[src/rtl/audio_pkg.sv]
// Shared definitions for the serial audio port: format codes and frame/channel geometry helpers.
package audio_pkg;

  localparam logic FMT_I2S = 1'b0;
  localparam logic FMT_LJ  = 1'b1;

  // Number of SCLK periods in one full frame.
  function automatic int unsigned frame_bits(input int unsigned channels,
                                             input int unsigned slot_bits);
    return channels * slot_bits;
  endfunction

  // LSB index of a channel field inside the packed tx_data / rx_data vectors.
  function automatic int unsigned chan_lsb(input int unsigned ch,
                                           input int unsigned resolution);
    return ch * resolution;
  endfunction

endpackage

[src/rtl/audio_frame_timer.sv]
// Bit/frame clock generator: divider, bit index, SCLK and the wrap/falling/rising strobes.
module audio_frame_timer
  import audio_pkg::*;
#(
  parameter int unsigned CHANNELS  = 2,
  parameter int unsigned SLOT_BITS = 32,
  parameter int unsigned SCLK_DIV  = 8,
  localparam int unsigned FRAME    = frame_bits(CHANNELS, SLOT_BITS),
  localparam int unsigned B_W      = $clog2(FRAME)
) (
  input  logic           clk,
  input  logic           reset,
  input  logic           enable,
  output logic [B_W-1:0] bit_idx,
  output logic [B_W-1:0] bit_idx_next_c,
  output logic           wrap_c,
  output logic           fall_c,
  output logic           rise_c,
  output logic           sclk_out
);

  localparam int unsigned D_W     = (SCLK_DIV > 1) ? $clog2(SCLK_DIV) : 1;
  localparam int unsigned HALF    = SCLK_DIV / 2;
  localparam int unsigned DIV_MAX = SCLK_DIV - 1;
  localparam int unsigned B_MAX   = FRAME - 1;

  logic [D_W-1:0] div_cnt;
  logic [D_W-1:0] div_next;

  // Idle parks the counters on the last bit so the first enabled cycle is a wrap.
  always_comb begin
    div_next       = div_cnt;
    bit_idx_next_c = bit_idx;
    wrap_c         = 1'b0;
    fall_c         = 1'b0;
    rise_c         = 1'b0;
    if (!enable) begin
      div_next       = D_W'(DIV_MAX);
      bit_idx_next_c = B_W'(B_MAX);
    end else if (div_cnt == D_W'(DIV_MAX)) begin
      div_next = '0;
      fall_c   = 1'b1;
      if (bit_idx == B_W'(B_MAX)) begin
        bit_idx_next_c = '0;
        wrap_c         = 1'b1;
      end else begin
        bit_idx_next_c = bit_idx + B_W'(1);
      end
    end else begin
      div_next = div_cnt + D_W'(1);
      rise_c   = (div_cnt == D_W'(HALF - 1));
    end
  end

  always_ff @(posedge clk or negedge reset) begin
    if (!reset) begin
      div_cnt  <= D_W'(DIV_MAX);
      bit_idx  <= B_W'(B_MAX);
      sclk_out <= 1'b0;
    end else begin
      div_cnt  <= div_next;
      bit_idx  <= bit_idx_next_c;
      sclk_out <= enable && (div_next >= D_W'(HALF));
    end
  end

endmodule

[src/rtl/audio_serial_port.sv]
// Serial audio transceiver (I2S / left-justified, stereo LRCK or TDM frame sync) with internal clocking.
module audio_serial_port
  import audio_pkg::*;
#(
  parameter int unsigned RESOLUTION = 24,
  parameter int unsigned CHANNELS   = 2,
  parameter int unsigned SLOT_BITS  = 32,
  parameter int unsigned SCLK_DIV   = 8
) (
  input  logic                           clk,
  input  logic                           reset,
  input  logic                           enable,
  input  logic                           mode,
  input  logic                           sdata_in,
  input  logic [CHANNELS*RESOLUTION-1:0] tx_data,
  output logic                           tx_req,
  output logic [CHANNELS*RESOLUTION-1:0] rx_data,
  output logic                           rx_valid,
  output logic                           sclk_out,
  output logic                           lrck_out,
  output logic                           sdata_out
);

  localparam int unsigned FRAME = frame_bits(CHANNELS, SLOT_BITS);
  localparam int unsigned B_W   = $clog2(FRAME);
  localparam int unsigned W     = CHANNELS * RESOLUTION;
  localparam int unsigned W_IDX = $clog2(W);

  logic [B_W-1:0] bit_idx;
  logic [B_W-1:0] bit_idx_next;
  logic           wrap_c;
  logic           fall_c;
  logic           rise_c;

  audio_frame_timer #(
    .CHANNELS (CHANNELS),
    .SLOT_BITS(SLOT_BITS),
    .SCLK_DIV (SCLK_DIV)
  ) u_timer (
    .clk           (clk),
    .reset         (reset),
    .enable        (enable),
    .bit_idx       (bit_idx),
    .bit_idx_next_c(bit_idx_next),
    .wrap_c        (wrap_c),
    .fall_c        (fall_c),
    .rise_c        (rise_c),
    .sclk_out      (sclk_out)
  );

  logic         dly;
  logic         dly_next;
  logic [W-1:0] shadow;
  logic [W-1:0] shadow_next;
  logic [W-1:0] rx_shift;
  logic         rx_pend;

  int unsigned  tx_d, tx_slot, tx_pos;
  int unsigned  rx_d, rx_slot, rx_pos;
  logic         tx_bit_c;
  logic         lrck_c;
  logic         rx_take_c;
  logic         rx_last_c;

  // Position of bit index b inside the data stream after the format delay.
  function automatic int unsigned data_pos(input logic [B_W-1:0] b, input logic delay);
    return (32'(b) + FRAME - 32'(delay)) % FRAME;
  endfunction

  // TX decode looks at the post-edge bit index so outputs change as SCLK falls.
  always_comb begin
    dly_next    = dly;
    shadow_next = shadow;
    if (wrap_c) begin
      dly_next    = (mode == FMT_I2S);
      shadow_next = tx_data;
    end
    tx_d     = data_pos(bit_idx_next, dly_next);
    tx_slot  = tx_d / SLOT_BITS;
    tx_pos   = tx_d % SLOT_BITS;
    tx_bit_c = 1'b0;
    if (tx_pos < RESOLUTION)
      tx_bit_c = shadow_next[W_IDX'(chan_lsb(tx_slot, RESOLUTION) + RESOLUTION - 1 - tx_pos)];
    lrck_c = (CHANNELS == 2) ? (32'(bit_idx_next) >= SLOT_BITS) : (bit_idx_next == '0);
  end

  // RX decode uses the current bit index: the sample edge sits mid-bit.
  always_comb begin
    rx_d      = data_pos(bit_idx, dly);
    rx_slot   = rx_d / SLOT_BITS;
    rx_pos    = rx_d % SLOT_BITS;
    rx_take_c = rise_c && (rx_pos < RESOLUTION);
    rx_last_c = rise_c && (rx_slot == CHANNELS - 1) && (rx_pos == RESOLUTION - 1);
  end

  always_ff @(posedge clk or negedge reset) begin
    if (!reset) begin
      dly       <= 1'b0;
      shadow    <= '0;
      rx_shift  <= '0;
      rx_pend   <= 1'b0;
      rx_data   <= '0;
      rx_valid  <= 1'b0;
      tx_req    <= 1'b0;
      lrck_out  <= 1'b0;
      sdata_out <= 1'b0;
    end else begin
      dly    <= dly_next;
      shadow <= shadow_next;
      tx_req <= wrap_c;
      if (!enable) begin
        rx_shift  <= '0;
        rx_pend   <= 1'b0;
        rx_valid  <= 1'b0;
        lrck_out  <= 1'b0;
        sdata_out <= 1'b0;
      end else begin
        if (fall_c) begin
          sdata_out <= tx_bit_c;
          lrck_out  <= lrck_c;
        end
        for (int unsigned ch = 0; ch < CHANNELS; ch++) begin
          if (rx_take_c && (rx_slot == ch))
            rx_shift[chan_lsb(ch, RESOLUTION) +: RESOLUTION] <=
              {rx_shift[chan_lsb(ch, RESOLUTION) +: RESOLUTION-1], sdata_in};
        end
        rx_pend  <= rx_last_c;
        rx_valid <= rx_pend;
        if (rx_pend) rx_data <= rx_shift;
      end
    end
  end

endmodule
[config.mk]
export PLATFORM = sky130hd
export DESIGN_NAME = audio_serial_port
export DESIGN_NICKNAME = d
export VERILOG_FILES = /design/src/rtl/audio_pkg.sv /design/src/rtl/audio_frame_timer.sv /design/src/rtl/audio_serial_port.sv
export SDC_FILE = /design/constraint.sdc
export NUM_CORES = 1
export LEC_CHECK = 0
export BUFFER_PORTS_ARGS = -buffer_cell sky130_fd_sc_hd__buf_2
export CORE_ASPECT_RATIO = 0.9
export CORE_MARGIN = 2
export CORE_UTILIZATION = 44
export CTS_CLUSTER_SIZE = 25
export DETAILED_ROUTE_END_ITERATION = 12
export PLACE_DENSITY_LB_ADDON = 0.25
export SLEW_MARGIN = 15
export SYNTH_ARGS = -nofsm -noshare
export SYNTH_HDL_FRONTEND = slang
export SYNTH_SLANG_ARGS = --single-unit
[constraint.sdc]
create_clock -name clk -period 5.2 [get_ports clk]
set_input_delay 1.04 -clock clk [delete_from_list [all_inputs] [get_ports clk]]
set_output_delay 1.04 -clock clk [all_outputs]
set_load 0.05 [all_outputs]
; After elaboration in Yosys (flattened, before gate mapping)
; Cells that the tools add are included.
[op_classes]
bitwise_logic = 1
n_eq_ne = 7
reduce_logical = 8
n_mux = 26
order_cmp = 5
n_addsub = 9
multipliers = 1
[ops]
columns = op, count
row1 = two-way mux 48 bit, 2
row2 = two-way mux 24 bit, 2
row3 = logical NOT 32 bit, 1
row4 = adder 6 x 1 -> 6 bit (second input constant), 3
row5 = two-way mux 6 bit, 3
row6 = two-way mux 1 bit, 16
row7 = subtractor 6 x 1 -> 6 bit, 2
row8 = < comparator 5 bit (second input constant), 2
row9 = < comparator 6 x 7 -> 1 bit (second input constant), 1
row10 = adder 6 x 5 -> 6 bit (second input constant), 1
row11 = binary-select mux 1 bit (select 6 bit), 1
row12 = equality test 6 bit (second input constant), 1
row13 = >= comparator 6 bit (second input constant), 1
row14 = logical AND 1 bit, 6
row15 = two-way mux 3 bit, 2
row16 = inequality test 2 x 1 -> 1 bit (second input constant), 3
row17 = subtractor 6 x 1 -> 6 bit (second input constant), 1
row18 = subtractor 6 bit, 1
row19 = equality test 5 bit (second input constant), 1
row20 = adder 3 x 1 -> 3 bit (second input constant), 1
row21 = equality test 3 x 2 -> 1 bit (second input constant), 1
row22 = equality test 3 bit (second input constant), 1
row23 = >= comparator 3 bit (second input constant), 1
row24 = multiplier 1 x 2 -> 3 bit (second input constant), 1
row25 = other kinds (2), 2
[word_totals]
input_bits = 53
out_inout_bits = 53
wordCells = 70
register_bits = 160

; Logic depth before layout (Yosys ltp)
; Gate-level depths: netlist (run 1).
[logic_depth]
word_depth = 15
ltp_mapped = 21
ltp_nobuf = 18

; Modules after synthesis
; Synthesis (run 1) repeated with hierarchy kept, for this count alone.
[unflattened]
cells_unflattened = 589
hier_area_um2 = 7592.3
[modules_own_cells]
columns = module, cells_per_inst, instances, area_per_inst_um2, seq_area_each_um2
row1 = audio_serial_port, 545, 1, 7075.5, 3753.6
row2 = audio_frame_timer, 44, 1, 516.7, 261.5

; Worst setup path before layout (run 1)
; Ideal clock, no wire load.
[synth_timing]
path_kind = input to register
from = input port enable
to = register sdata_out
setup_time_ns = 0.133
n_path_buf = 5
t_arrival_ns = 4.006
slack_ns = 1.060
stages = 18
path_cell_list = clkbuf_1 > nand3_2 > clkbuf_1 > clkbuf_1 > nand2_1 > o21ai_0 > ha_1 > ha_1 > buf_2 > inv_1 > buf_4 > mux4_2 > mux2i_1 > nor2_1 > a21oi_1 > mux2i_1 > a22oi_1 > o211ai_1
[synth_between]
elab_chain_cells = 12
word_cells_on_any_way = 18
[synth_lines]
columns = item, line
row1 = start: declaration, audio_serial_port.sv:12  ; input logic enable,
row2 = two-way mux 1 bit (*), audio_frame_timer.sv:37  ; if (!enable) begin
row3 = two-way mux 1 bit (*), audio_serial_port.sv:74  ; if (wrap_c) begin
row4 = named net dly_next, audio_serial_port.sv:52  ; logic dly_next;
row5 = subtractor 6 x 1 -> 6 bit (*), audio_serial_port.sv:67  ; return (32'(b) + FRAME - 32'(delay)) % FRAME;
row6 = multiplier 1 x 2 -> 3 bit, audio_pkg.sv:16  ; return ch * resolution;
row7 = adder 6 x 5 -> 6 bit, audio_serial_port.sv:83  ; tx_bit_c = shadow_next[W_IDX'(chan_lsb(tx_slot, RESOLUTION) + RESOLUTION - 1 - tx_pos)];
row8 = subtractor 6 x 1 -> 6 bit, audio_serial_port.sv:83
row9 = subtractor 6 bit, audio_serial_port.sv:83
row10 = binary-select mux 1 bit (select 6 bit), audio_serial_port.sv:83
row11 = two-way mux 1 bit (not written as such), audio_serial_port.sv:83
row12 = two-way mux 1 bit (*), audio_serial_port.sv:82  ; if (tx_pos < RESOLUTION)
row13 = two-way mux 1 bit (*), audio_serial_port.sv:118  ; if (fall_c) begin
row14 = two-way mux 1 bit (*), audio_serial_port.sv:111  ; if (!enable) begin
row15 = end signal: assignment, audio_serial_port.sv:119  ; sdata_out <= tx_bit_c;
row16 = end: declaration, audio_serial_port.sv:21  ; output logic sdata_out
; Mark *: on every way through the listed nets, which the timed path passes. The rest lies on a longest branch. The select of a mux whose other input is x is not followed.
; A chain may end at the register's enable or synchronous reset.

; Worst setup path after layout (run 1)
[layout_timing]
from = register u_timer.div_cnt[0]
to = register sdata_out
[layout_between]
elab_chain_cells = 14
word_cells_on_any_way = 22
[layout_lines]
columns = item, line
row1 = start: declaration, audio_frame_timer.sv:27  ; logic [D_W-1:0] div_cnt;
row2 = start signal: assignment, audio_frame_timer.sv:57  ; div_cnt <= D_W'(DIV_MAX);
row3 = start signal: assignment, audio_frame_timer.sv:61  ; div_cnt <= div_next;
row4 = equality test 3 bit (*), audio_frame_timer.sv:40  ; end else if (div_cnt == D_W'(DIV_MAX)) begin
row5 = two-way mux 1 bit (*), audio_frame_timer.sv:40
row6 = two-way mux 1 bit (*), audio_frame_timer.sv:37
row7 = two-way mux 1 bit (*), audio_serial_port.sv:74
row8 = named net dly_next, audio_serial_port.sv:52
row9 = subtractor 6 x 1 -> 6 bit (*), audio_serial_port.sv:67
row10 = multiplier 1 x 2 -> 3 bit, audio_pkg.sv:16
row11 = adder 6 x 5 -> 6 bit, audio_serial_port.sv:83
row12 = subtractor 6 x 1 -> 6 bit, audio_serial_port.sv:83
row13 = subtractor 6 bit, audio_serial_port.sv:83
row14 = binary-select mux 1 bit (select 6 bit), audio_serial_port.sv:83
row15 = two-way mux 1 bit (not written as such), audio_serial_port.sv:83
row16 = two-way mux 1 bit (*), audio_serial_port.sv:82
row17 = two-way mux 1 bit (*), audio_serial_port.sv:118
row18 = two-way mux 1 bit (*), audio_serial_port.sv:111
; Marks and branches as above.

==> metrics.cfg, run 1 <==
[placement]
io_buffers=105
dp_slack_ps=799
gp_congestion=0.817
dp.cells=930
dp_hpwl_mm=9.73

[critical_path]
end_kind=register
worstPathRequired_ps=5530
arrival_ps=4770
worstPathMaxFanout=23
startpoint_type=register
ff2ff_setup_slack_ps=760
crit_type=reg -> reg

[synthesis]
ys_warn_count=0
ys_ff_latch=160
synth_cell_type_count=48
async_reset_ff_share_pct=100
avgSynthCellArea_um2=11.3
syn_inst=646
synth_edf_count=0
ys_seq_area_share_pct=55.2
syn-cell-area_um2=7270
mappedNetlistNets=708
synthFlopType=dfrtp_1

[timing]
fmax_ghz=0.225
rsz0062_at_grt=no
relSlewSlack_pct=44.9
tightest_slew_ps=825
clock_skew_ps=6.86
drv_slew=0
setup_slack_ps=762
period_needed_ps=4440
fin_tns_setup_ps=0
hold_violations=0
setup_viol=0
min_period_over_period_pct=85.4

[final_layout]
nets=804
final_cell_mix=nand2_1 (154), dfrtp_1 (151), buf_2 (104)
area_growth_pct=17.2
drive_above_1_share_pct=30.1
final_cells=962
final_common_cell=nand2_1
n_antenna_cell=0

[clocking]
clkTransAtPathRegs_ps=60
clock-sinks=160
postCtsResizedCells=0
cts_tree=yes
root_buffer=clkbuf_16
htreeDepth=4
numCtsBuffers=17
cts_setup_buffers=0
clk_latency_ps=410
cts_max_path_buffers=2
cts_hold_buffers=0

[floorplanning]
die_w_um=139
start_util_pct=45.1
coreArea_um2=16100
num_rows=44
io_pins=106
fp.dieArea_um2=17600
die_h_um=126

[detailed_routing]
drt_iter0_markers=218
postRouteAntennaNets=0
dr.pass1.iters=4
wire_per_inst_um=14.9
drc=0
routed_wl_mm=14.3
dr_total_vias=4835
vias_per_cell=5.03

[power_and_ir_drop]
p_leak_nw=4.47
cellPowerDensity_nw_per_um2=445
switching_share_pct=32.2
comb_power_share_pct=27.9
clkPwrFrac_pct=31.3
p_sw_w=0.00122
internal_power_w=0.00257
p_seq_share_pct=40.8
ir_drop_v=0.000350

[grt]
grt_pass1_vias=4920
antenna_found_initial=0
grt_max_degree=73
grt_pass1_wl_mm=24.4
grt_overflow=0
grt_util_all_layers_pct=17.2

[worst_hold_path]
hold_path_class=reg -> reg

[status]
status=finished clean

[run]
cap_violations=0

## per-layer routing
layer	global-route usage, %	vias up	share of wire (%)
met5	0	-	0
met4	4.69	0	1.2
met3	4.33	14	4.4
met2	27.8	105	46
met1	23.3	2358	48
li1	-	2358	-
## through the flow
stage / util (%) / hold slack (ps) / total power [W] / area [µm²]
after floorplan: - / 426 / 0.00238 / 7270
final: 52.8 / 462 / 0.00379 / 8520
after global routing: 52.8 / 491 / 0.00404 / 8520
after detailed placement: 49.3 / 448 / 0.00263 / 7960
after CTS: 52.8 / 463 / 0.00384 / 8520
after global placement: 49.3 / 443 / 0.00260 / 7960
## power by group through the flow
stage	Combinational (W)	Sequential (W)	Clock (W)
6_report	0.00106	0.00155	0.00119
5_1_grt	0.00120	0.00157	0.00127
4_1_cts	0.00107	0.00155	0.00122
3_5_place_dp	0.00106	0.00157	0
3_3_place_gp	0.00104	0.00156	0
2_1_floorplan	0.000829	0.00156	0
## critical path, stage by stage (launching register included)
cell	delay, ps
dfstp_2	530
ha_1	160
ha_1	160
buf_4	180
and3_1	310
nand3_2	410
o21ai_0	360
ha_1	220
ha_1	230
o211ai_1	190
a21oi_1	320
nor2_1	90
a22oi_1	170
a21oi_1	100
ha_1	220
xnor2_1	260
nor3b_1	240
a22oi_1	100
o211ai_1	110
## flip-flops by register name, summed over array words and instances (netlist names), 3 cells and up
register	flops
u_timer.div_cnt	3
rx_shift	48
u_timer.bit_idx	6
rx_data	48
shadow	48
## final cells by class
cell class	instances	area, µm²
Clock buffer	19	433
Clock inverter	13	128
Fill cell	1481	7610
Inverter	14	55.1
Multi-Input combinational cell	433	3020
Sequential cell	160	4020
Tap cell	207	259
Timing Repair Buffer	116	614
## synthesized netlist by cell type (2+ instances only)
cell type  count  area share (%)
nand2_1      155             8.0
dfrtp_1      151              52
mux2i_1       59             8.1
mux2_2        52             8.1
nor2b_1       50             4.3
clkbuf_1      19            0.98
nand3_1       13            0.89
buf_2         11            0.76
inv_1         11            0.57
o21ai_0       11            0.76
nor2_1        10            0.52
dfstp_2        9             3.3
ha_1           9             1.5
mux4_2         8             2.5
nand2b_1       8            0.69
a21oi_1        7            0.48
and3_1         7            0.60
nor3_1         5            0.34
buf_1          4            0.21
a21boi_0       3            0.31
a22oi_1        3            0.31
and2_1         3            0.26
buf_6          3            0.46
nand4_1        3            0.26
o211ai_1       3            0.31
a32oi_1        2            0.24
buf_4          2            0.21
inv_2          2            0.10
o211a_1        2            0.28
o22ai_1        2            0.17
o311ai_1       2            0.24
## cells by family (layout without fill, tap and decap cells)
logic type,Yosys count,count (layout),synth area share (%)
multiplexers,120,120,18.8
AO/OA/AOI/OAI,42,42,4.10
AND/OR/NAND/NOR,260,260,16.6
adder cells (fa/ha/maj),9,9,1.55
flip-flops,160,160,55.2
buffers and inverters,53,162,3.37
XOR/XNOR,2,2,0.344
## path summary, 6_finish.rpt
kind | startpoint | endpoint | cells past startpoint
setup / recovery | u_timer.div_cnt[0] | sdata_out | 18
min in group asynchronous | reset | tx_req | 1
hold / removal | shadow[2] | shadow[2] | 2
max in group asynchronous | reset | rx_shift[42] | 2
setup reg to reg | u_timer.div_cnt[0] | sdata_out | 18
hold reg to reg | shadow[2] | shadow[2] | 2
Power figures use the tool's default switching activity.
==> run 2: changes to the inputs <==
==> constraint.sdc (replaced) <==
create_clock -name clk -period 5.2 [get_ports clk]
set_input_delay 0 -clock clk [delete_from_list [all_inputs] [get_ports clk]]
set_output_delay 0 -clock clk [all_outputs]
set_load 0.05 [all_outputs]
==> metrics.cfg, run 2 (synthesized netlist as in run 1, its figures left out) <==
[timing]
fmax_ghz=0.223
drv_slew=0
clock_skew_ps=8.64
tightest_slew_ps=897
relSlewSlack_pct=40.2
hold_violations=0
setup_viol=0
min_period_over_period_pct=86.2
fin_hold_ws_ps=177
period_needed_ps=4480
rsz0062_at_grt=no
fin_tns_setup_ps=0

[clocking]
cts_setup_buffers=0
cts_hold_buffers=51
root_buffer=clkbuf_16
clk_latency_ps=420
postCtsResizedCells=0
cts_max_path_buffers=2
cts_tree=yes
clock-sinks=160
clkTransAtPathRegs_ps=70
htreeDepth=4
numCtsBuffers=17

[detailed_routing]
drc=0
dr_total_vias=5065
wire_per_inst_um=15.0
vias_per_cell=5.01
dr.pass1.iters=5
routed_wl_mm=15.1
drt_iter0_markers=243
postRouteAntennaNets=0

[placement]
io_buffers=105
gp_congestion=0.851
dp.cells=927
dp_hpwl_mm=9.70

[final_layout]
multiInputGateArea_um2=3020
final_cells=1010
final_cell_mix=nand2_1 (154), dfrtp_1 (151), buf_2 (104)
n_antenna_cell=0
nets=852
fillers=1354
area_growth_pct=24.7
regArea_um2=4020
drive_above_1_share_pct=28.1
reg_top3=rx_data: 48 flops, rx_shift: 48 flops, shadow: 48 flops
final_common_cell=nand2_1

[power_and_ir_drop]
cellPowerDensity_nw_per_um2=432
internal_power_w=0.00268
p_sw_w=0.00124
ir_drop_v=0.000285
p_leak_nw=4.72
clkPwrFrac_pct=32.6
switching_share_pct=31.6
p_seq_share_pct=39.5
finalPower_w=0.00392
comb_power_share_pct=27.9

[floorplanning]
fp.dieArea_um2=17600
num_rows=44
start_util_pct=45.1
coreArea_um2=16100
io_pins=106
die_h_um=126
die_w_um=139

[status]
status=finished clean

[worst_hold_path]
holdPathEnd=shadow[19]
holdPathStages=4
hold_path_class=in -> reg
hp-start=enable

[grt]
grt_util_all_layers_pct=18.2
grt_max_degree=100
grt_pass1_vias=5332
antenna_found_initial=0
grt_overflow=0
grt_pass1_wl_mm=26.0

[critical_path]
arrival_ps=4780
r2r_end=sdata_out
regToRegStartpoint=u_timer.div_cnt[0]
rr_worst_depth=17
startpoint_type=register
crit_type=reg -> reg
end_kind=register
worstPathRequired_ps=5500
worstPathMaxFanout=19
ff2ff_setup_slack_ps=720

[run]
cap_violations=0

-- run 2: cell types whose count changed in the layout (fill, tap and decap cells not counted), sizes merged --
cell	before	now
clkinvlp	3	1
dlygate4sd3	0	51
bufinv	1	2
buf	116	113
clkbuf	19	20
-- run 2: per-layer routing --
metal	part of all wire, %	GRT usage (%)	vias to the layer above
li1	-	-	2467
met1	46	24.1	2436
met2	48	30.3	145
met3	4.9	4.14	17
met4	1.2	5.23	0
met5	0	0	-
-- run 2: how the worst max path moves through the flow --
| stage | startpoint | endpoint | slack [ps] | depth (start not counted) |
|---|---|---|---|---|
| after global placement | u_timer.div_cnt[0] | sdata_out | 920 | 16 |
| after detailed placement | u_timer.div_cnt[0] | sdata_out | 750 | 16 |
| final | u_timer.div_cnt[0] | sdata_out | 720 | 17 |
| after global routing | u_timer.div_cnt[0] | sdata_out | 330 | 17 |
| after floorplan | u_timer.div_cnt[0] | sdata_out | 1310 | 20 |
| after CTS | u_timer.div_cnt[0] | sdata_out | 720 | 14 |
-- run 2: critical path, cell delays in order, from the launching register on --
cell and delay [ps]:
dfstp_2 540, ha_1 170, ha_1 410, and3_1 360, nand3_2 350, o21ai_0 330
ha_1 220, ha_1 260, o211ai_1 190, a21oi_1 350, nor2_1 80, a22oi_1 160
a21oi_1 100, ha_1 220, xnor2_1 240, nor3_1 70, a22oi_1 200, o211ai_1 110
-- run 2: final cells by class --
| class | count | share of cell area, % |
|---|---|---|
| Tap cell | 207 | 2.86 |
| Clock inverter | 12 | 1.61 |
| Inverter | 14 | 0.607 |
| Sequential cell | 160 | 44.3 |
| Multi-Input combinational cell | 433 | 33.3 |
| Timing Repair Buffer | 164 | 12.2 |
| Clock buffer | 20 | 5.15 |
-- run 2: metrics by stage --
stage	setup WS (ps)	instance area, µm²	util, %
after floorplan	1310	7270	-
after global placement	924	7940	49.2
after detailed placement	753	7940	49.2
after CTS	725	9060	56.2
after global routing	328	9070	56.2
final	720	9070	56.2
-- run 2: power by group through the flow --
stage	clock network [W]	registers (W)	logic, W
4_1_cts	0.00131	0.00155	0.00110
5_1_grt	0.00137	0.00157	0.00124
3_5_place_dp	0	0.00157	0.00107
2_1_floorplan	0	0.00156	0.000829
6_report	0.00128	0.00155	0.00109
3_3_place_gp	0	0.00156	0.00104
==> run 3: changes to the inputs <==
ABC_AREA = 1   (was not set)
==> metrics.cfg, run 3 <==
[timing]
fmax_ghz=0.258
fin_hold_ws_ps=239
period_needed_ps=3870
fin_tns_setup_ps=0
min_period_over_period_pct=74.4
relSlewSlack_pct=38.1
tightest_slew_ps=928
rsz0062_at_grt=no
setup_viol=0
drv_slew=0
clock_skew_ps=9.23
hold_violations=0

[synthesis]
ys_ff_latch=160
synth_cell_type_count=32
synthTopCellsByArea=dfrtp_1 (50%), nand2_1 (12%), inv_1 (9.6%)
ys_warn_count=0
yosysTopAreaCell=dfrtp_1
mappedNetlistNets=992
async_reset_ff_share_pct=100
yosysTopAreaCellShare_pct=50.4
yosys.cell_count.top_type=nand2_1
avgSynthCellArea_um2=8.07
synth_commonest_cells=nand2_1 (244), inv_1 (191), dfrtp_1 (151)
syn-cell-area_um2=7500
synthFlopType=dfrtp_1
syn_inst=930
synth_edf_count=0
ys_seq_area_share_pct=53.5

[critical_path]
ff2ff_setup_slack_ps=1330
path_buf_inv=2
crit_chain=ha_1 -> ha_1 -> nand2_2 -> nor2_8 -> nand2_4 -> o21ai_0 -> ha_1 -> ha_1 -> inv_1 -> xor2_1 -> inv_1 -> nand3_1 -> nand2_1 -> nand3_1 -> nand3_1 -> nand2_1 -> nand2_1 -> nand2_1 -> nand2_1
r2r_end=sdata_out
regToRegStartpoint=u_timer.div_cnt[0]
crit_type=reg -> reg
worstPathRequired_ps=5510
startpoint_type=register
worstSetupEndpoint=sdata_out
worstPathMaxFanout=25
critPathLaunch=u_timer.div_cnt[0]
cp_common_cell=nand2_1
arrival_ps=4180
rr_worst_depth=19
critPathTopFamily=simple AND/OR/NAND/NOR gates
max_stage_delay_ps=530
crit_cells=19
cp_slowest_cell=dfstp_2
end_kind=register

[floorplanning]
fp.dieArea_um2=18100
die_w_um=142
coreArea_um2=16800
io_pins=106
start_util_pct=44.7
num_rows=45
die_h_um=128

[placement]
gp_congestion=0.843
dp_hpwl_mm=10.3
io_buffers=105

[power_and_ir_drop]
p_leak_nw=5.09
ir_drop_v=0.000241
cellPowerDensity_nw_per_um2=453
finalPower_w=0.00421

[detailed_routing]
wire_per_inst_um=12.7
postRouteAntennaNets=0
drt_iter0_markers=394
vias_per_cell=4.70
routed_wl_mm=16.4
dr_total_vias=6077
dr.pass1.iters=5
drc=0

[final_layout]
drive_above_1_share_pct=15.8
fin_util_pct=55.4
fillers=1550
area_growth_pct=23.8
final_cell_mix=nand2_1 (242), inv_1 (191), dfrtp_1 (151)
reg_top3=rx_data: 48 flops, rx_shift: 48 flops, shadow: 48 flops
final_common_cell=nand2_1
nets=1131
n_antenna_cell=0

[clocking]
clk_latency_ps=420
postCtsResizedCells=0
clkTransAtPathRegs_ps=70
htreeDepth=4
cts_max_path_buffers=2
numCtsBuffers=17
cts_tree=yes
root_buffer=clkbuf_16
clock-sinks=160
cts_setup_buffers=0

[grt]
busiest_layer=met2
grt_pass1_wl_mm=28.0
use_met2_pct=30.9
grt_util_met1_pct=26.7
grt_util_all_layers_pct=19.2
grt_use_met3_pct=4.41
grt_overflow=0
antenna_found_initial=0
grt_pass1_vias=5838
grt_max_degree=103

[status]
status=finished clean

[worst_hold_path]
hold_path_class=in -> async

[run]
cap_violations=0

## run 3: repair_timing
action                                 CTS  global route
endpoints found under the hold margin  147             0
setup endpoints to repair                0             0
hold buffers                            52             0
## run 3: worst register-to-register path: cells and delay by family, from the launching register on
kind            cells  cell delay (ps)
simple gates       11             1230
fa+ha+maj           4              860
flops               1              530
xor+xnor            1              520
buf+inv             2              340
compound gates      1              290
## run 3: final cells by class
class / count / area (µm²) / area share (%)
multi-input cells: 533 / 2570 / 27.7
well taps: 211 / 264 / 2.84
clock buffers: 17 / 425 / 4.58
repair buffers: 162 / 1090 / 11.7
inverters: 195 / 732 / 7.88
flip-flops and latches: 160 / 4020 / 43.2
clock inverters: 15 / 193 / 2.07
## run 3: cells by family (layout without fill, tap and decap cells)
| kind of cell | Yosys count | count (layout) | synth area share (%) |
|---|---|---|---|
| AO/OA/AOI/OAI | 105 | 105 | 7.22 |
| XOR/XNOR | 7 | 7 | 0.917 |
| adder cells (fa/ha/maj) | 9 | 9 | 1.50 |
| buffers and inverters | 237 | 389 | 12.3 |
| flip-flops | 160 | 160 | 53.5 |
| AND/OR/NAND/NOR | 412 | 412 | 24.6 |
## run 3: through the flow
step	cell area (µm²)	setup slack, ps	std cells
6_report	9290	1330	1293
5_1_grt	9290	889	1293
4_1_cts	9290	1280	1293
3_5_place_dp	8150	1320	1209
3_3_place_gp	8150	1390	1209
2_1_floorplan	7500	1940	930
## run 3: worst min path at each step
stage | startpoint | slack, ps | end
after floorplan | reset | -300 | dly
after global placement | reset | 180 | rx_data[16]
after detailed placement | reset | 170 | rx_data[15]
after CTS | reset | 280 | rx_data[15]
after global routing | reset | 330 | rx_data[15]
final | reset | 240 | rx_data[15]
## run 3: metal layers
metal,share of wire [%],vias to the layer above,routed length [µm]
met5,0,-,0
li1,-,3150,-
met1,48,2776,7910
met3,4.3,12,713
met4,0.94,0,155
met2,47,139,7660
## run 3: power breakdown
part | internal, W | switching, W | leakage [nW]
sequential | 0.00146 | 0.0000702 | 2.04
combinational | 0.000481 | 0.000906 | 2.75
clock | 0.000733 | 0.000564 | 0.293
total | 0.00267 | 0.00154 | 5.09
